===== config.mk =====
export PLATFORM = sky130hd
export DESIGN_NAME = alu_issue_ctrl_flat
export DESIGN_NICKNAME = d
export VERILOG_FILES = /design/src/rtl/alu_issue_ctrl_pkg.sv /design/src/rtl/alu_issue_ctrl_if.sv /design/src/rtl/alu_regfile.sv /design/src/rtl/alu_issue_ctrl.sv /design/src/flat_wrapper.sv
export SDC_FILE = /design/constraint.sdc
export NUM_CORES = 1
export LEC_CHECK = 0
export CORE_AREA = 2 2 108 110
export DETAILED_ROUTE_END_ITERATION = 10
export DIE_AREA = 0 0 110 112
export MAX_ROUTING_LAYER = met4
export PLACE_DENSITY = 0.85
export SYNTH_ARGS = -nofsm -noshare
export SYNTH_HDL_FRONTEND = slang
export SYNTH_HIERARCHICAL = 1
export SYNTH_SLANG_ARGS = --single-unit

===== constraint.sdc =====
create_clock -name clockIn -period 3.8 [get_ports clockIn]
set_input_delay 0.76 -clock clockIn [delete_from_list [all_inputs] [get_ports clockIn]]
set_output_delay 0.76 -clock clockIn [all_outputs]
set_load 0.1 [all_outputs]

===== src/rtl/alu_issue_ctrl_pkg.sv =====
// Shared types and constants for the ALU issue controller: FSM states,
// ALU opcodes, and the bit layout of the packed instruction word.
package alu_issue_ctrl_pkg;

  localparam int ALU_W    = 16;
  localparam int RF_DEPTH = 4;
  localparam int ADDR_W   = 2;
  localparam int INSTR_W  = 12;

  typedef enum logic [1:0] {IDLE, ISSUE, WRITE} state_e;

  localparam logic [2:0] OP_AND  = 3'b000;
  localparam logic [2:0] OP_OR   = 3'b001;
  localparam logic [2:0] OP_XOR  = 3'b010;
  localparam logic [2:0] OP_NOTA = 3'b011;
  localparam logic [2:0] OP_NOTB = 3'b100;
  localparam logic [2:0] OP_ADD  = 3'b101;
  localparam logic [2:0] OP_ADDC = 3'b110;
  localparam logic [2:0] OP_SUB  = 3'b111;

  localparam int OP_LSB = 9;
  localparam int SH_LSB = 6;
  localparam int RD_LSB = 4;
  localparam int RA_LSB = 2;
  localparam int RB_LSB = 0;

  typedef struct packed {
    logic [2:0]        op;
    logic [2:0]        shift;
    logic [ADDR_W-1:0] rd;
    logic [ADDR_W-1:0] ra;
    logic [ADDR_W-1:0] rb;
  } instr_t;

  function automatic instr_t decode(input logic [INSTR_W-1:0] raw);
    instr_t d;
    d.op    = raw[OP_LSB +: 3];
    d.shift = raw[SH_LSB +: 3];
    d.rd    = raw[RD_LSB +: ADDR_W];
    d.ra    = raw[RA_LSB +: ADDR_W];
    d.rb    = raw[RB_LSB +: ADDR_W];
    return d;
  endfunction

  // Only the adders produce a meaningful carry; logic ops report 0.
  function automatic logic carry_op(input logic [2:0] op);
    return (op == OP_ADD) || (op == OP_ADDC);
  endfunction

endpackage


===== src/rtl/alu_issue_ctrl_if.sv =====
// Instruction, load, ALU-side and status signals of alu_issue_ctrl.
// slave = controller side, master = instruction source / ALU / observer side.
interface alu_issue_ctrl_if #(parameter int DATA_W = 16);
  import alu_issue_ctrl_pkg::*;

  logic                instrValidIn;
  logic [INSTR_W-1:0]  instrIn;
  logic                instrReadyOut;
  logic                loadValidIn;
  logic [ADDR_W-1:0]   loadAddrIn;
  logic [DATA_W-1:0]   loadDataIn;
  logic [DATA_W-1:0]   aOut;
  logic [DATA_W-1:0]   bOut;
  logic [2:0]          shiftOut;
  logic [2:0]          opCodeOut;
  logic [DATA_W-1:0]   accIn;
  logic                crIn;
  logic                resultValidOut;
  logic [DATA_W-1:0]   resultOut;
  logic                zeroFlagOut;
  logic                carryFlagOut;

  modport slave (
    input  instrValidIn, instrIn, loadValidIn, loadAddrIn, loadDataIn, accIn, crIn,
    output instrReadyOut, aOut, bOut, shiftOut, opCodeOut,
           resultValidOut, resultOut, zeroFlagOut, carryFlagOut
  );

  modport master (
    output instrValidIn, instrIn, loadValidIn, loadAddrIn, loadDataIn, accIn, crIn,
    input  instrReadyOut, aOut, bOut, shiftOut, opCodeOut,
           resultValidOut, resultOut, zeroFlagOut, carryFlagOut
  );
endinterface


===== src/rtl/alu_regfile.sv =====
// Operand register file: two async read ports, one write port shared by the
// ALU result and the load port (result wins on a same-address collision).
module alu_regfile #(
  parameter int DW = 16,
  parameter int RN = 4,
  parameter int AW = 2
) (
  input  logic          clk,
  input  logic          rst_n,
  input  logic [AW-1:0] rd_addr_a,
  input  logic [AW-1:0] rd_addr_b,
  output logic [DW-1:0] rd_data_a,
  output logic [DW-1:0] rd_data_b,
  input  logic          res_we,
  input  logic [AW-1:0] res_addr,
  input  logic [DW-1:0] res_data,
  input  logic          ld_we,
  input  logic [AW-1:0] ld_addr,
  input  logic [DW-1:0] ld_data
);

  logic [RN-1:0][DW-1:0] mem_q, mem_d;

  assign rd_data_a = mem_q[rd_addr_a];
  assign rd_data_b = mem_q[rd_addr_b];

  // Result applied last so it overrides a load to the same address.
  always_comb begin
    mem_d = mem_q;
    if (ld_we)  mem_d[ld_addr]  = ld_data;
    if (res_we) mem_d[res_addr] = res_data;
  end

  always_ff @(posedge clk or negedge rst_n) begin
    if (!rst_n) mem_q <= '0;
    else        mem_q <= mem_d;
  end

endmodule


===== src/rtl/alu_issue_ctrl.sv =====
// Issue controller in front of the 16-bit ALU: IDLE -> ISSUE -> WRITE.
// Define ALU_ISSUE_PIPE_EN to accept in WRITE, with result forwarding.
module alu_issue_ctrl
  import alu_issue_ctrl_pkg::*;
#(
  parameter int DATA_W = ALU_W,
  parameter int REG_N  = RF_DEPTH
) (
  input  logic             clockIn,
  input  logic             nResetIn,
  alu_issue_ctrl_if.slave  bus
);

  state_e              state_q, state_d;
  logic [2:0]          op_q, op_d, shift_q, shift_d;
  logic [ADDR_W-1:0]   rd_q, rd_d;
  logic [DATA_W-1:0]   a_q, a_d, b_q, b_d, acc_q, acc_d;
  logic                cr_q, cr_d, zero_q, zero_d, carry_q, carry_d;
  logic [DATA_W-1:0]   rf_a, rf_b;
  instr_t              ins;
  logic                rdy, accept;

  assign ins = decode(bus.instrIn);

`ifdef ALU_ISSUE_PIPE_EN
  assign rdy = (state_q == IDLE) || (state_q == WRITE);
`else
  assign rdy = (state_q == IDLE);
`endif
  assign accept = bus.instrValidIn && rdy;

  alu_regfile #(.DW(DATA_W), .RN(REG_N), .AW(ADDR_W)) u_rf (
    .clk       (clockIn),
    .rst_n     (nResetIn),
    .rd_addr_a (ins.ra),
    .rd_addr_b (ins.rb),
    .rd_data_a (rf_a),
    .rd_data_b (rf_b),
    .res_we    (state_q == WRITE),
    .res_addr  (rd_q),
    .res_data  (acc_q),
    .ld_we     (bus.loadValidIn),
    .ld_addr   (bus.loadAddrIn),
    .ld_data   (bus.loadDataIn)
  );

  always_comb begin
    state_d = state_q;
    op_d    = op_q;
    shift_d = shift_q;
    rd_d    = rd_q;
    a_d     = a_q;
    b_d     = b_q;
    acc_d   = acc_q;
    cr_d    = cr_q;
    zero_d  = zero_q;
    carry_d = carry_q;
    case (state_q)
      IDLE:  ;
      ISSUE: begin
        acc_d   = bus.accIn;
        cr_d    = bus.crIn;
        state_d = WRITE;
      end
      WRITE: begin
        zero_d  = (acc_q == '0);
        carry_d = cr_q && carry_op(op_q);
        state_d = IDLE;
      end
      default: state_d = IDLE;
    endcase
    // Accept overrides the WRITE->IDLE step when pipelining is enabled.
    if (accept) begin
      op_d    = ins.op;
      shift_d = ins.shift;
      rd_d    = ins.rd;
      a_d     = rf_a;
      b_d     = rf_b;
`ifdef ALU_ISSUE_PIPE_EN
      if (state_q == WRITE && ins.ra == rd_q) a_d = acc_q;
      if (state_q == WRITE && ins.rb == rd_q) b_d = acc_q;
`endif
      state_d = ISSUE;
    end
  end

  always_ff @(posedge clockIn or negedge nResetIn) begin
    if (!nResetIn) begin
      state_q <= IDLE;
      op_q    <= '0;
      shift_q <= '0;
      rd_q    <= '0;
      a_q     <= '0;
      b_q     <= '0;
      acc_q   <= '0;
      cr_q    <= 1'b0;
      zero_q  <= 1'b0;
      carry_q <= 1'b0;
    end else begin
      state_q <= state_d;
      op_q    <= op_d;
      shift_q <= shift_d;
      rd_q    <= rd_d;
      a_q     <= a_d;
      b_q     <= b_d;
      acc_q   <= acc_d;
      cr_q    <= cr_d;
      zero_q  <= zero_d;
      carry_q <= carry_d;
    end
  end

  assign bus.instrReadyOut  = rdy;
  assign bus.aOut           = a_q;
  assign bus.bOut           = b_q;
  assign bus.shiftOut       = shift_q;
  assign bus.opCodeOut      = op_q;
  assign bus.resultValidOut = (state_q == WRITE);
  assign bus.resultOut      = acc_q;
  assign bus.zeroFlagOut    = zero_q;
  assign bus.carryFlagOut   = carry_q;

endmodule


===== src/flat_wrapper.sv =====
// flat-port wrapper written by rule: the top's interface ports become plain ports
module alu_issue_ctrl_flat import alu_issue_ctrl_pkg::*;
#(
  parameter int DATA_W = ALU_W,
  parameter int REG_N  = RF_DEPTH
)
  (clockIn, nResetIn, bus_instrValidIn, bus_instrIn, bus_loadValidIn, bus_loadAddrIn, bus_loadDataIn, bus_accIn, bus_crIn, bus_instrReadyOut, bus_aOut, bus_bOut, bus_shiftOut, bus_opCodeOut, bus_resultValidOut, bus_resultOut, bus_zeroFlagOut, bus_carryFlagOut);
  alu_issue_ctrl_if #(.DATA_W(DATA_W)) bus_i ();
  input  logic clockIn;
  input  logic nResetIn;
  input wire logic [$bits(bus_i.instrValidIn)-1:0] bus_instrValidIn;
  input wire logic [$bits(bus_i.instrIn)-1:0] bus_instrIn;
  input wire logic [$bits(bus_i.loadValidIn)-1:0] bus_loadValidIn;
  input wire logic [$bits(bus_i.loadAddrIn)-1:0] bus_loadAddrIn;
  input wire logic [$bits(bus_i.loadDataIn)-1:0] bus_loadDataIn;
  input wire logic [$bits(bus_i.accIn)-1:0] bus_accIn;
  input wire logic [$bits(bus_i.crIn)-1:0] bus_crIn;
  output wire logic [$bits(bus_i.instrReadyOut)-1:0] bus_instrReadyOut;
  output wire logic [$bits(bus_i.aOut)-1:0] bus_aOut;
  output wire logic [$bits(bus_i.bOut)-1:0] bus_bOut;
  output wire logic [$bits(bus_i.shiftOut)-1:0] bus_shiftOut;
  output wire logic [$bits(bus_i.opCodeOut)-1:0] bus_opCodeOut;
  output wire logic [$bits(bus_i.resultValidOut)-1:0] bus_resultValidOut;
  output wire logic [$bits(bus_i.resultOut)-1:0] bus_resultOut;
  output wire logic [$bits(bus_i.zeroFlagOut)-1:0] bus_zeroFlagOut;
  output wire logic [$bits(bus_i.carryFlagOut)-1:0] bus_carryFlagOut;
  assign bus_i.instrValidIn = bus_instrValidIn;
  assign bus_i.instrIn = bus_instrIn;
  assign bus_i.loadValidIn = bus_loadValidIn;
  assign bus_i.loadAddrIn = bus_loadAddrIn;
  assign bus_i.loadDataIn = bus_loadDataIn;
  assign bus_i.accIn = bus_accIn;
  assign bus_i.crIn = bus_crIn;
  assign bus_instrReadyOut = bus_i.instrReadyOut;
  assign bus_aOut = bus_i.aOut;
  assign bus_bOut = bus_i.bOut;
  assign bus_shiftOut = bus_i.shiftOut;
  assign bus_opCodeOut = bus_i.opCodeOut;
  assign bus_resultValidOut = bus_i.resultValidOut;
  assign bus_resultOut = bus_i.resultOut;
  assign bus_zeroFlagOut = bus_i.zeroFlagOut;
  assign bus_carryFlagOut = bus_i.carryFlagOut;
  alu_issue_ctrl #(.DATA_W(DATA_W), .REG_N(REG_N)) u_core (.clockIn(clockIn), .nResetIn(nResetIn), .bus(bus_i));
endmodule

Word-level counts from Yosys, hierarchy flattened
Cells that the tools add are included.
Word-level totals
  flip-flop bits (word level): 125
  bits of input ports: 51
  logic and storage cells: 46
Cells by class
  order comparisons: 6
  equality and inequality tests: 5
  muxes and demuxes: 14
  reduce and logical (&&, ||, !) cells: 7
Operators by type and width (count)
  64-bit bitwise mux: 2
  64-bit 2-to-1 mux: 2
  16-bit binary-select mux with 2-bit select: 2
  16-bit demux with 2-bit select: 2
  16-bit 2-to-1 mux: 4
  16-bit logical NOT: 1
  2-bit by 3-bit < comparator with 1-bit output, second input constant: 4
  3-bit == test, second input constant: 2
  2-bit by 1-bit >= comparator with 1-bit output, second input constant: 2
  1-bit logical AND: 4
  2-bit one-hot mux with 2 select lines: 1
  2-bit by 1-bit == test with 1-bit output, second input constant: 1
  2-bit == test, second input constant: 1
  2-bit logical NOT: 1
  2-bit 2-to-1 mux: 1
  2-bit != test, second input constant: 1
  1-bit logical OR: 1

Depth between registers and ports, before layout
  word-level depth: 8
  gate-level depth with buffers: 7
  depth with buffers taken out: 5

By module
The synthesis kept the hierarchy.
By module, submodules not included
  alu_regfile: times used 1, cells an instance 400, area each 3742.3 um^2, sequential area each 1601.5 um^2
  alu_issue_ctrl: times used 1, cells an instance 141, area each 2511.2 um^2, sequential area each 1526.5 um^2

Worst setup path before layout
OpenSTA, ideal clock, no wires.
  path type: flip-flop to flip-flop
  from: reg u_core.state_q[1]
  to: reg u_core.op_q[0] (netlist: u_core/bus.opCodeOut[0])
  setup time: 0.126 ns
  arrival time: 2.562 ns
  data required time: 3.674 ns
  path slack: 1.111 ns
  cell stages (with the launch flop): 6
  cell sequence: dfrtp_1 -> nor2_1 -> and2_4 -> buf_6 -> buf_12 -> mux2_4
On the way
  longest elaborated chain between the ends: 2
Ends and longest elaborated chain
  from (decl): line alu_issue_ctrl.sv:14  | state_e state_q, state_d;
  from (signal assigned): line alu_issue_ctrl.sv:100  | state_q <= state_d;
  2-bit logical NOT: line alu_issue_ctrl.sv:28  | assign rdy = (state_q == IDLE);
  net bus_instrReadyOut: line flat_wrapper.sv:18  | output wire logic [$bits(bus_i.instrReadyOut)-1:0] bus_instrReadyOut;
  1-bit logical AND: line alu_issue_ctrl.sv:30  | assign accept = bus.instrValidIn && rdy;
  to (signal assigned): line alu_issue_ctrl.sv:101  | op_q <= op_d;
  to (decl): line alu_issue_ctrl.sv:15  | logic [2:0] op_q, op_d, shift_q, shift_d;
The timed path passes the listed nets, and every way through them passes these cells.
A chain may end at the register's enable or synchronous reset.

Worst setup path in the final report
  from: reg u_core.acc_q[10] (netlist: u_core/bus.resultOut[10])
  to: out bus_resultOut[10]
RTL lines
  from (decl): line alu_issue_ctrl.sv:17  | logic [DATA_W-1:0] a_q, a_d, b_q, b_d, acc_q, acc_d;
  from (signal assigned): line alu_issue_ctrl.sv:95  | acc_q <= '0;
  from (signal assigned): line alu_issue_ctrl.sv:106  | acc_q <= acc_d;
  to (decl): line flat_wrapper.sv:24  | output wire logic [$bits(bus_i.resultOut)-1:0] bus_resultOut;
No word-level cell between the ends.

==> results list <==
* Run status: finished, final reports clean
- The later pin in the worst-skew pair is clocked with a latency of 0.41 ns.
- Average detailed-routed wire length per instance: 21.7 µm
* Relative slew margins: 0.0676
- Worst slack at placement: 1.16 ns
- Entering global routing, the biggest net connects 57 pins.
- Along the worst path, the maximum fanout reaches 7.
- Counting both buffers and inverters, the worst setup path holds a total of 1.
* Share of the yosys chip area belonging to registers: 0.500
- Final estimated routing congestion in global placement: 0.899
* Number of warnings reported in the yosys synthesis log: 6
- Of the available clock period, the critical path in the final layout requires 0.773.
- Initial cell density of the core: 0.560
- Measured along the y axis, the die boundary spans 112 µm.
- For the pin with the worst max-slew slack, the measured transition is 1.39 ns.
- The synthesized netlist contains 28 unique library cells.
- Synthesized instance count: 541
- In the routed design, unresolved DRC markers number 0.
- Clock H-tree levels: 4
* 1st-iter DRT viols: 651
* Setup Skew: 0.00575 ns
* WP depth: 1
- The final layout contains 683 nets.
- Unrepaired setup endpoints after global routing: false
- Worst endpoint required time: 3.04 ns
- In the global route stage, overall resource usage came out at 0.299.
- Placeable core region: 0.0112 mm²
- VDD sags by at most 738 µV.
- Post-layout min period: 2.94 ns
- Resized Gates After CTS: 0
- Synthesis produced a netlist with a net count of 592.
- Area Overhead vs Synth: 25.6%
* Post-CTS setup buffer count: 0
* Number of clock sinks seen by CTS: 125
- Cell row count: 39
- First-pass GRT wire length: 26.5 mm
- Standby leakage power: 3.39 nW
- Of all flip-flops after synthesis, the portion carrying an async set or reset was 1.00.
- Clock transition at the registers of the reported paths: 0.05 ns
* Sum of negative setup slack: 0 ns
- Number of setup violations in the final report: 0
- Data on the critical path arrives at its endpoint at 2.18 ns.
- Synth Flop Type: dfrtp_1
* Vias after detailed routing: 4,916
- Number of global-route vias before repair: 4,853
- Area of the mapped netlist: 0.00625 mm²
- Diodes inserted: 0
- The final-report hold violation count came to 0.
- Kind of end point of the critical path: primary output
* Dominant delay contributor by cell family on the critical path: buffers and inverters
- Horiz. Die Dim: 110 µm
- FF-to-FF path depth: 5
* TritonCTS clock tree: done
- On the worst path, the slowest cell contributes a delay of 1.21 ns.
- Initial antenna violation count: 0
- Ranked by total cell area, the synthesized netlist is headed by dfrtp_1 50%, mux4_2 12%, mux2_4 9.4%.
* Total of hold buffers inserted after clock tree synthesis: 0
- Clk buf depth: 2
* Number of search-and-repair iterations in the first detailed-routing pass: 6
- After detailed routing, the total wire length is 17.1 mm.
- The final count of pins violating max slew was 0.
- In this run, synthesis produced a sequential element count of 125.
- Tightest Hold Check Type: input port to asynchronous set/reset pin
- Root buffer selected by CTS: clkbuf_16
* Remaining global-route overflow: 0
- TritonCTS created 17 clock buffers.
- Worst setup slack after layout: 0.862 ns
- Achievable frequency: 340 MHz
* Post-route insts no fill: 787
* Max-capacitance violation count: 0
- After detailed placement, the design holds a cell count of 756.
- Number of enable flip-flop cells after synthesis: 0
* Fraction of post-synthesis cell area in the top cell type by area: 0.500
- Mean post-synth cell area: 11.6 µm²
- Post-DP HPWL: 10.7 mm
- Dominant cell type by area after synthesis: dfrtp_1
- Critical Path Start Type: register
* Count of buffers from port buffering: 108
- After detailed routing, the number of vias per cell comes to 6.25.
- Power Density: 970 mW/mm²
- Walking the worst path, the cells encountered are clkdlybuf4s50_1.
* Worst path slowest cell: clkdlybuf4s50_1
- Setup CP Type: register to primary output
- The floorplan step defined a die boundary enclosing 0.0123 mm².
- Count of nets left with antenna violations after detail routing: 0
* Fraction of final layout cells sized beyond drive strength 1: 0.188
- I/O Pins: 109
==> per-stage QoR <==
stage	hold WS, ns	instance area (µm²)	total power [mW]	util
floorplan	0.464	6250	5.07	-
global placement	0.462	7260	5.89	0.650
detailed placement	0.479	7260	5.99	0.650
CTS	0.426	7850	7.60	0.703
global route	0.456	7850	7.86	0.703
finish	0.403	7850	7.61	0.703
==> area by class of cell <==
| type | instances | area [µm²] |
|---|---|---|
| repair buffers | 115 | 1130 |
| inverters | 1 | 3.75 |
| clock inverters | 5 | 52.6 |
| clock buffers | 26 | 539 |
| fillers | 763 | 3320 |
| well taps | 143 | 179 |
| flip-flops and latches | 125 | 3130 |
| multi-input cells | 372 | 2820 |
==> routing by layer <==
metal  global-route usage  wire length [µm]  vias up
met1                0.383              6390     2394
met5                    -                 0        -
li1                     -                 -     2104
met4                0.109               431        0
met2                0.456              8280      369
met3               0.0837              1970       49
==> final timing paths <==
kind	from	to	slack, ns
hold / removal	nResetIn	u_core/bus.aOut[9]	0.40
min in group clockIn	u_core/bus.carryFlagOut	u_core/bus.carryFlagOut	0.49
setup reg to reg	u_core/state_q[0]	u_core/u_rf/mem_q[40]	1.30
hold reg to reg	u_core/bus.carryFlagOut	u_core/bus.carryFlagOut	0.49
max in group asynchronous	nResetIn	u_core/u_rf/mem_q[3]	2.44
setup / recovery	u_core/bus.resultOut[10]	bus_resultOut[10]	0.86
==> registers in the layout, indices dropped and copies added, names as in the netlist, 2 cells and up <==
name,count
u_core/u_rf/mem_q,64
u_core/rd_q,2
u_core/bus.opCodeOut,3
u_core/bus.bOut,16
u_core/bus.shiftOut,3
u_core/bus.aOut,16
u_core/bus.resultOut,16
u_core/state_q,2
==> report_power, final <==
part / internal [mW] / switching, mW / leakage, nW
Combinational: 1.16 / 2.47 / 1.60
Clock: 1.03 / 0.552 / 0.294
Sequential: 1.86 / 0.538 / 1.50
Total: 4.05 / 3.56 / 3.39
==> cells in the final DEF (no fill, tap or decap), drive strengths merged, types with 4 or more instances in the layout <==
| cell | instances |
|---|---|
| nand2 | 130 |
| dfrtp | 125 |
| clkdlybuf4s50 | 106 |
| nor2 | 65 |
| a31oi | 64 |
| mux2 | 57 |
| mux4 | 32 |
| clkbuf | 26 |
| buf | 9 |
| nor4 | 4 |
| nand3b | 4 |
==> logic make-up (layout without fill, tap and decap cells) <==
group,after synthesis,after routing,share of synthesized area
buffers and inverters,44,147,0.0490
AO/OA/AOI/OAI,66,66,0.0656
flip-flops,125,125,0.500
AND/OR/NAND/NOR,216,216,0.142
XOR/XNOR,1,1,0.00140
multiplexers,89,89,0.241
==> cell usage after synthesis (2+ instances only) <==
cell type  count
a31oi_1       64
mux2_2         8
mux2_4        39
buf_6          4
buf_4          7
dfrtp_1      125
nand2_1      130
clkbuf_1      12
buf_2         14
buf_12         4
and3b_1        2
nor2_1        65
nand3_1        3
mux2_1        10
nor4_1         4
o21ai_0        2
or3b_1         2
nand3b_1       4
clkbuf_2       2
mux4_2        32
Power figures use the tool's default switching activity.
==> variant 1 (config.mk and constraints unchanged) <==
Build with the macro `ALU_ISSUE_PIPE_EN` defined.
--- a/src/rtl/alu_issue_ctrl.sv
+++ b/src/rtl/alu_issue_ctrl.sv
@@ -1,4 +1,6 @@
 // Issue controller in front of the 16-bit ALU: IDLE -> ISSUE -> WRITE.
 // Define ALU_ISSUE_PIPE_EN to accept in WRITE, with result forwarding.
+`define ALU_ISSUE_PIPE_EN
+
 module alu_issue_ctrl
   import alu_issue_ctrl_pkg::*;
Formal check against the unedited RTL: not equivalent (a bounded check fails within 4 cycles, from zero or initial values and one cycle with nResetIn low).
==> variant 1 against the original RTL <==
  * Critical path depth unchanged
  * Sequential power down 15%
  * Sequential cell count unchanged
  * Worst setup slack worse by 0.068 ns
  * Area after synthesis up 8.7%
  * Core utilization is 4.3 points higher
  * Wire length is 20% higher
  * Final area is 6.1% higher
  * Total power is 20% lower
==> variant 1: results (changes against the original RTL) <==
[metrics] number of port buffers: 108 (unchanged)
[metrics] biggest area contributors in the synthesized netlist: dfrtp_1 46%, mux4_2 11%, a31oi_1 8.8%
[metrics] number of buffers inserted to repair setup after CTS: 0 (unchanged)
[metrics] number of antenna violations at the first check in global routing: 0 (unchanged)
[metrics] global-route wire length before repair: 31,940 um (+21%)
[metrics] global-route total usage across every layer: 35.57% (+5.7 points)
[metrics] maximum single-stage delay on the critical path: between 1 and 1.5 ns
[metrics] flip-flop count of the largest register, all copies and words added: 64 (unchanged)
[metrics] highest clock rate: 0.3327 GHz (-2.2%)
[metrics] cts repair resizes: 0 (unchanged)
[metrics] Worst path slowest cell: clkdlybuf4s50_1
[metrics] Slew headroom: 23.80% (+17 points)
[metrics] pin count of the biggest net entering global routing: 81 (+42%)
[metrics] DP HPWL: 12,870 um (+20%)
[metrics] instance area at placement: 7749 sq um (+6.7%)
[metrics] root buf cell: clkbuf_16
[metrics] Iter 0 DRT Violations: 927 (+42%)
[metrics] Synth warnings: 6 (unchanged)
[metrics] total nets after synthesis: 715 (+21%)
[metrics] switching component of the power: 2639 uW (-26%)
[metrics] WL per Instance: 22.77 um (+5.0%)
[metrics] clock-pin transition on the worst setup and hold timing paths: 0.05 ns (about the same)
[metrics] Reg-to-Reg Start: u_core/state_q[0]
[metrics] clock latency of the later-clocked register in the worst-skew pair: between 0.4 and 0.5 ns
[metrics] Min-Delay Path Class: input port to async pin
[metrics] layout cells sized above 1: 15.23% (-3.6 points)
[metrics] most used standard cells in the synthesized netlist: 130 x nand2_1, 125 x dfrtp_1, 96 x a31oi_1, 96 x nor2_1, 33 x nand4_1
[metrics] leakage component of the power: 0.003350 uW (-1.3%)
[metrics] largest buffer count on any clock path: 2 (unchanged)
[metrics] start point of the critical path: u_core/bus.resultOut[11]
[metrics] vias in the first global route: 6,211 (+28%)
[metrics] Inserted Diodes: 0 (unchanged)
[metrics] cell family with most CP delay: buffers and inverters
[metrics] register-to-register setup slack: 1.21 ns (-0.09 ns)
[metrics] layout net count: 794 (+16%)
[metrics] top register by number of flip-flops: u_core/u_rf/mem_q
[metrics] count of TritonRoute iterations in the first routing pass: 6 (unchanged)
[metrics] via density per instance: 6.853 (+9.7%)
[metrics] worst supply voltage drop on vdd: 0.0005137 V (-30%)
[metrics] TritonCTS Buffers: 17 (unchanged)
[metrics] GPL Wtd Cong: 0.9037 (+0.52%)
[metrics] Synth async-reset ratio: 100.0% (unchanged)
[metrics] status: finished clean
[metrics] worst reg2reg path depth: 5 (unchanged)
[metrics] setup skew after layout: 0.009774 ns (+0.004022 ns)
[metrics] CP Max Fanout: 9 (+2)
[metrics] count of final hold-check violations: 0 (unchanged)
[metrics] portion of the post-synthesis area used by sequential elements: 46.02% (-4.0 points)
[metrics] critical register-to-register path endpoint: u_core/u_rf/mem_q[4]
[metrics] worst slack, placed: 1.029 ns (-0.1309 ns)
[metrics] H-Tree Level Count: 4 (unchanged)
[metrics] final number of setup-violating endpoints: 0 (unchanged)
[metrics] capturing instance or port of the critical path: bus_resultOut[11]
[metrics] number of distinct library cells after synthesis: 32 (+14%)
==> variant 1: power by group through the flow <==
stage	combinational [uW]	sequential (uW)	clock, uW
2_1_floorplan	810	2970	0
3_3_place_gp	2350	1990	0
3_5_place_dp	2410	2020	0
4_1_cts	2440	2010	1620
5_1_grt	2550	2060	1680
6_report	2460	2030	1620
==> variant 1: logic make-up (layout without fill, tap and decap cells) <==
group / count (synthesis) / in the layout / synth area share [%]
AND/OR/NAND/NOR: 279 / 279 / 17.71
AO/OA/AOI/OAI: 130 / 130 / 12.74
flip-flops: 125 / 125 / 46.02
buffers and inverters: 64 / 155 / 6.406
multiplexers: 57 / 57 / 14.75
XOR/XNOR: 9 / 9 / 2.375
==> variant 1: layout make-up <==
| class | count | area, sq um |
|---|---|---|
| multi-input combinational | 475 | 3241 |
| sequential | 125 | 3128 |
| fill | 685 | 2843 |
| timing repair buffer | 122 | 1194 |
| clock buffer | 23 | 467.9 |
| tap | 143 | 178.9 |
| clock inverter | 8 | 115.1 |
| inverter | 2 | 7.507 |
==> variant 1: routing by layer <==
metal / wire length [um] / GRT usage, %
met4: 727 / 16.54
met1: 7283 / 42.68
met2: 10150 / 55.42
met5: 0 / -
met3: 2286 / 9.895
==> variant 1: how the worst min path moves through the flow <==
stage                            startpoint                      end  slack, ns  depth (start not counted)
floorplan                          nResetIn       u_core/bus.aOut[0]       0.46                          0
global placement    u_core/bus.carryFlagOut  u_core/bus.carryFlagOut       0.47                          2
detailed placement  u_core/bus.carryFlagOut  u_core/bus.carryFlagOut       0.48                          2
CTS                                nResetIn  u_core/bus.resultOut[4]       0.35                          1
global route                       nResetIn  u_core/bus.resultOut[4]       0.37                          1
finish                             nResetIn  u_core/bus.resultOut[4]       0.33                          1
==> variant 1: stage by stage <==
step                utilization [%]  std cells
detailed placement            69.34        867
global route                  74.56        898
floorplan                         -        664
CTS                           74.56        898
finish                        74.56        898
global placement              69.34        867
==> variant 2 (same flow settings) <==
Made on the original files. The 3 states of `state_e` get a one-hot encoding in 3 bits.
--- a/src/rtl/alu_issue_ctrl_pkg.sv
+++ b/src/rtl/alu_issue_ctrl_pkg.sv
@@ -8,5 +8,5 @@
   localparam int INSTR_W  = 12;
 
-  typedef enum logic [1:0] {IDLE, ISSUE, WRITE} state_e;
+  typedef enum logic [2:0] {IDLE = 3'b001, ISSUE = 3'b010, WRITE = 3'b100} state_e;
 
   localparam logic [2:0] OP_AND  = 3'b000;
Formal check against the unedited RTL: no difference found for any inputs over 4 cycles, from zero or initial values and one cycle with nResetIn low; so few cycles prove little.
==> variant 2 against the original RTL <==
  * Total power is 9.3% higher
  * Area after synthesis rose by 0.84%
  * Worst hold slack better by 0.0049 ns
  * Final area is 1.3% higher
  * Sequential cell count rose by 1
  * Wire length up 1.7%
  * Die area did not move
  * Worst setup slack got worse by 0.0051 ns
  * Combinational power grew 13%
  * Synthesized cell count increased by 0.37%
  * Non-clock buffer count unchanged
  * Count of clock-buffer cells in the layout fell by 8
  * Maximum frequency fell by 0.17%
  * Critical endpoint is now bus_resultOut[6]
  * Highest routed layer unchanged
==> variant 2: results (changes against the original RTL) <==
[metrics] Inst Count DP: 758 (+0.26%)
[metrics] global-route total usage across every layer: 30.03% (+0.13 points)
[metrics] top register by number of flip-flops: u_core/u_rf/mem_q
[metrics] Slew headroom: 14.53% (+7.8 points)
[metrics] CTS Hold Bufs: 0 (unchanged)
[metrics] layout cells sized above 1: 21.02% (+2.2 points)
[metrics] clock-pin transition on the worst setup and hold timing paths: about 0.060 ns
[metrics] Worst path slowest cell: clkdlybuf4s50_1
[metrics] setup skew after layout: 0.008529 ns (+0.002777 ns)
[metrics] DP HPWL: 10,490 um (-2.3%)
[metrics] worst supply voltage drop on vdd: 0.0008089 V (+9.6%)
[metrics] WL per Instance: 21.97 um (+1.3%)
[metrics] status: finished clean
[metrics] leakage component of the power: 0.003449 uW (+1.6%)
[metrics] GPL Wtd Cong: 0.8515 (-5.3%)
[metrics] Inserted Diodes: 0 (unchanged)
[metrics] global-route wire length before repair: 26,530 um (+0.18%)
[metrics] cell family with most CP delay: buffers and inverters
[metrics] portion of the post-synthesis area used by sequential elements: 50.02% (about the same)
[metrics] pin count of the biggest net entering global routing: 69 (+21%)
[metrics] via density per instance: 6.462 (+3.5%)
[metrics] biggest area contributors in the synthesized netlist: dfrtp_1 50%, mux4_2 11%, mux2_4 9.0%
[metrics] most used standard cells in the synthesized netlist: 130 x nand2_1, 125 x dfrtp_1, 65 x nor2_1
[metrics] layout net count: 685 (+0.29%)
[metrics] total nets after synthesis: 594 (+0.34%)
[metrics] root buf cell: clkbuf_16
[metrics] flip-flop count of the largest register, all copies and words added: 64 (unchanged)
[metrics] Iter 0 DRT Violations: 518 (-20%)
[metrics] routed wire length: 17,360 um (+1.7%)
[metrics] number of distinct library cells after synthesis: 29 (+3.6%)
[metrics] count of mapped cells out of synthesis: 543 (+0.37%)
[metrics] count of TritonRoute iterations in the first routing pass: 8 (+2)
[metrics] vias in the first global route: 5,057 (+4.2%)
==> variant 2: layer usage <==
layer  part of all wire, %  GRT usage, %  vias to the layer above
met4                   3.8         13.59                        0
met1                    36         37.39                     2470
li1                      -             -                     2110
met2                    49         46.54                      434
met3                    11         7.026                       91
met5                     0             -                        -
==> variant 2: path summary, 6_finish.rpt <==
path / startpoint / to / slack [ns]
max in group asynchronous: nResetIn / u_core/u_rf/mem_q[22] / 2.58
worst min-delay path: nResetIn / u_core/bus.resultOut[1] / 0.41
worst max register to register: u_core/state_q[1] / u_core/u_rf/mem_q[2] / 1.25
worst min register to register: u_core/bus.carryFlagOut / u_core/bus.carryFlagOut / 0.48
min in group clockIn: u_core/bus.carryFlagOut / u_core/bus.carryFlagOut / 0.48
worst max-delay path: u_core/bus.resultOut[6] / bus_resultOut[6] / 0.86
==> variant 2: power by group <==
group | total [uW] | switching, uW | leakage, uW | internal, uW
clock | 1770 | 607 | 0.000303 | 1160
sequential | 2430 | 562 | 0.00155 | 1860
combinational | 4120 | 2830 | 0.00160 | 1290
total | 8320 | 4000 | 0.00345 | 4320
==> variant 2: per-stage QoR <==
stage | setup WS, ns | utilization (%) | power (uW) | instance area (sq um) | hold WS (ns)
2_1_floorplan | 1.042 | - | 5550 | 6306 | 0.4644
3_3_place_gp | 1.174 | 65.42 | 6399 | 7311 | 0.4639
3_5_place_dp | 1.140 | 65.42 | 6517 | 7311 | 0.4716
4_1_cts | 0.8411 | 71.20 | 8308 | 7956 | 0.4365
5_1_grt | 0.8048 | 71.20 | 8576 | 7956 | 0.4748
6_report | 0.8568 | 71.20 | 8322 | 7956 | 0.4076
==> variant 2: logic make-up after synthesis <==
group                     count (synthesis)  share of synthesized area, %
AOI/OAI and AO/OA                        66                         6.508
xor gates and xnor gates                  1                        0.1389
buffers and inverters                    44                         5.099
DFF                                     126                         50.02
muxes                                    89                         23.87
and+or+nand+nor                         217                         14.37
==> variant 2: area by class of cell <==
type,instances,area [sq um]
sequential,126,3154
tap,143,178.9
clock inverter,14,216.5
fill,733,3218
multi-input combinational,373,2835
timing repair buffer,115,1139
clock buffer,18,429.2
inverter,1,3.754
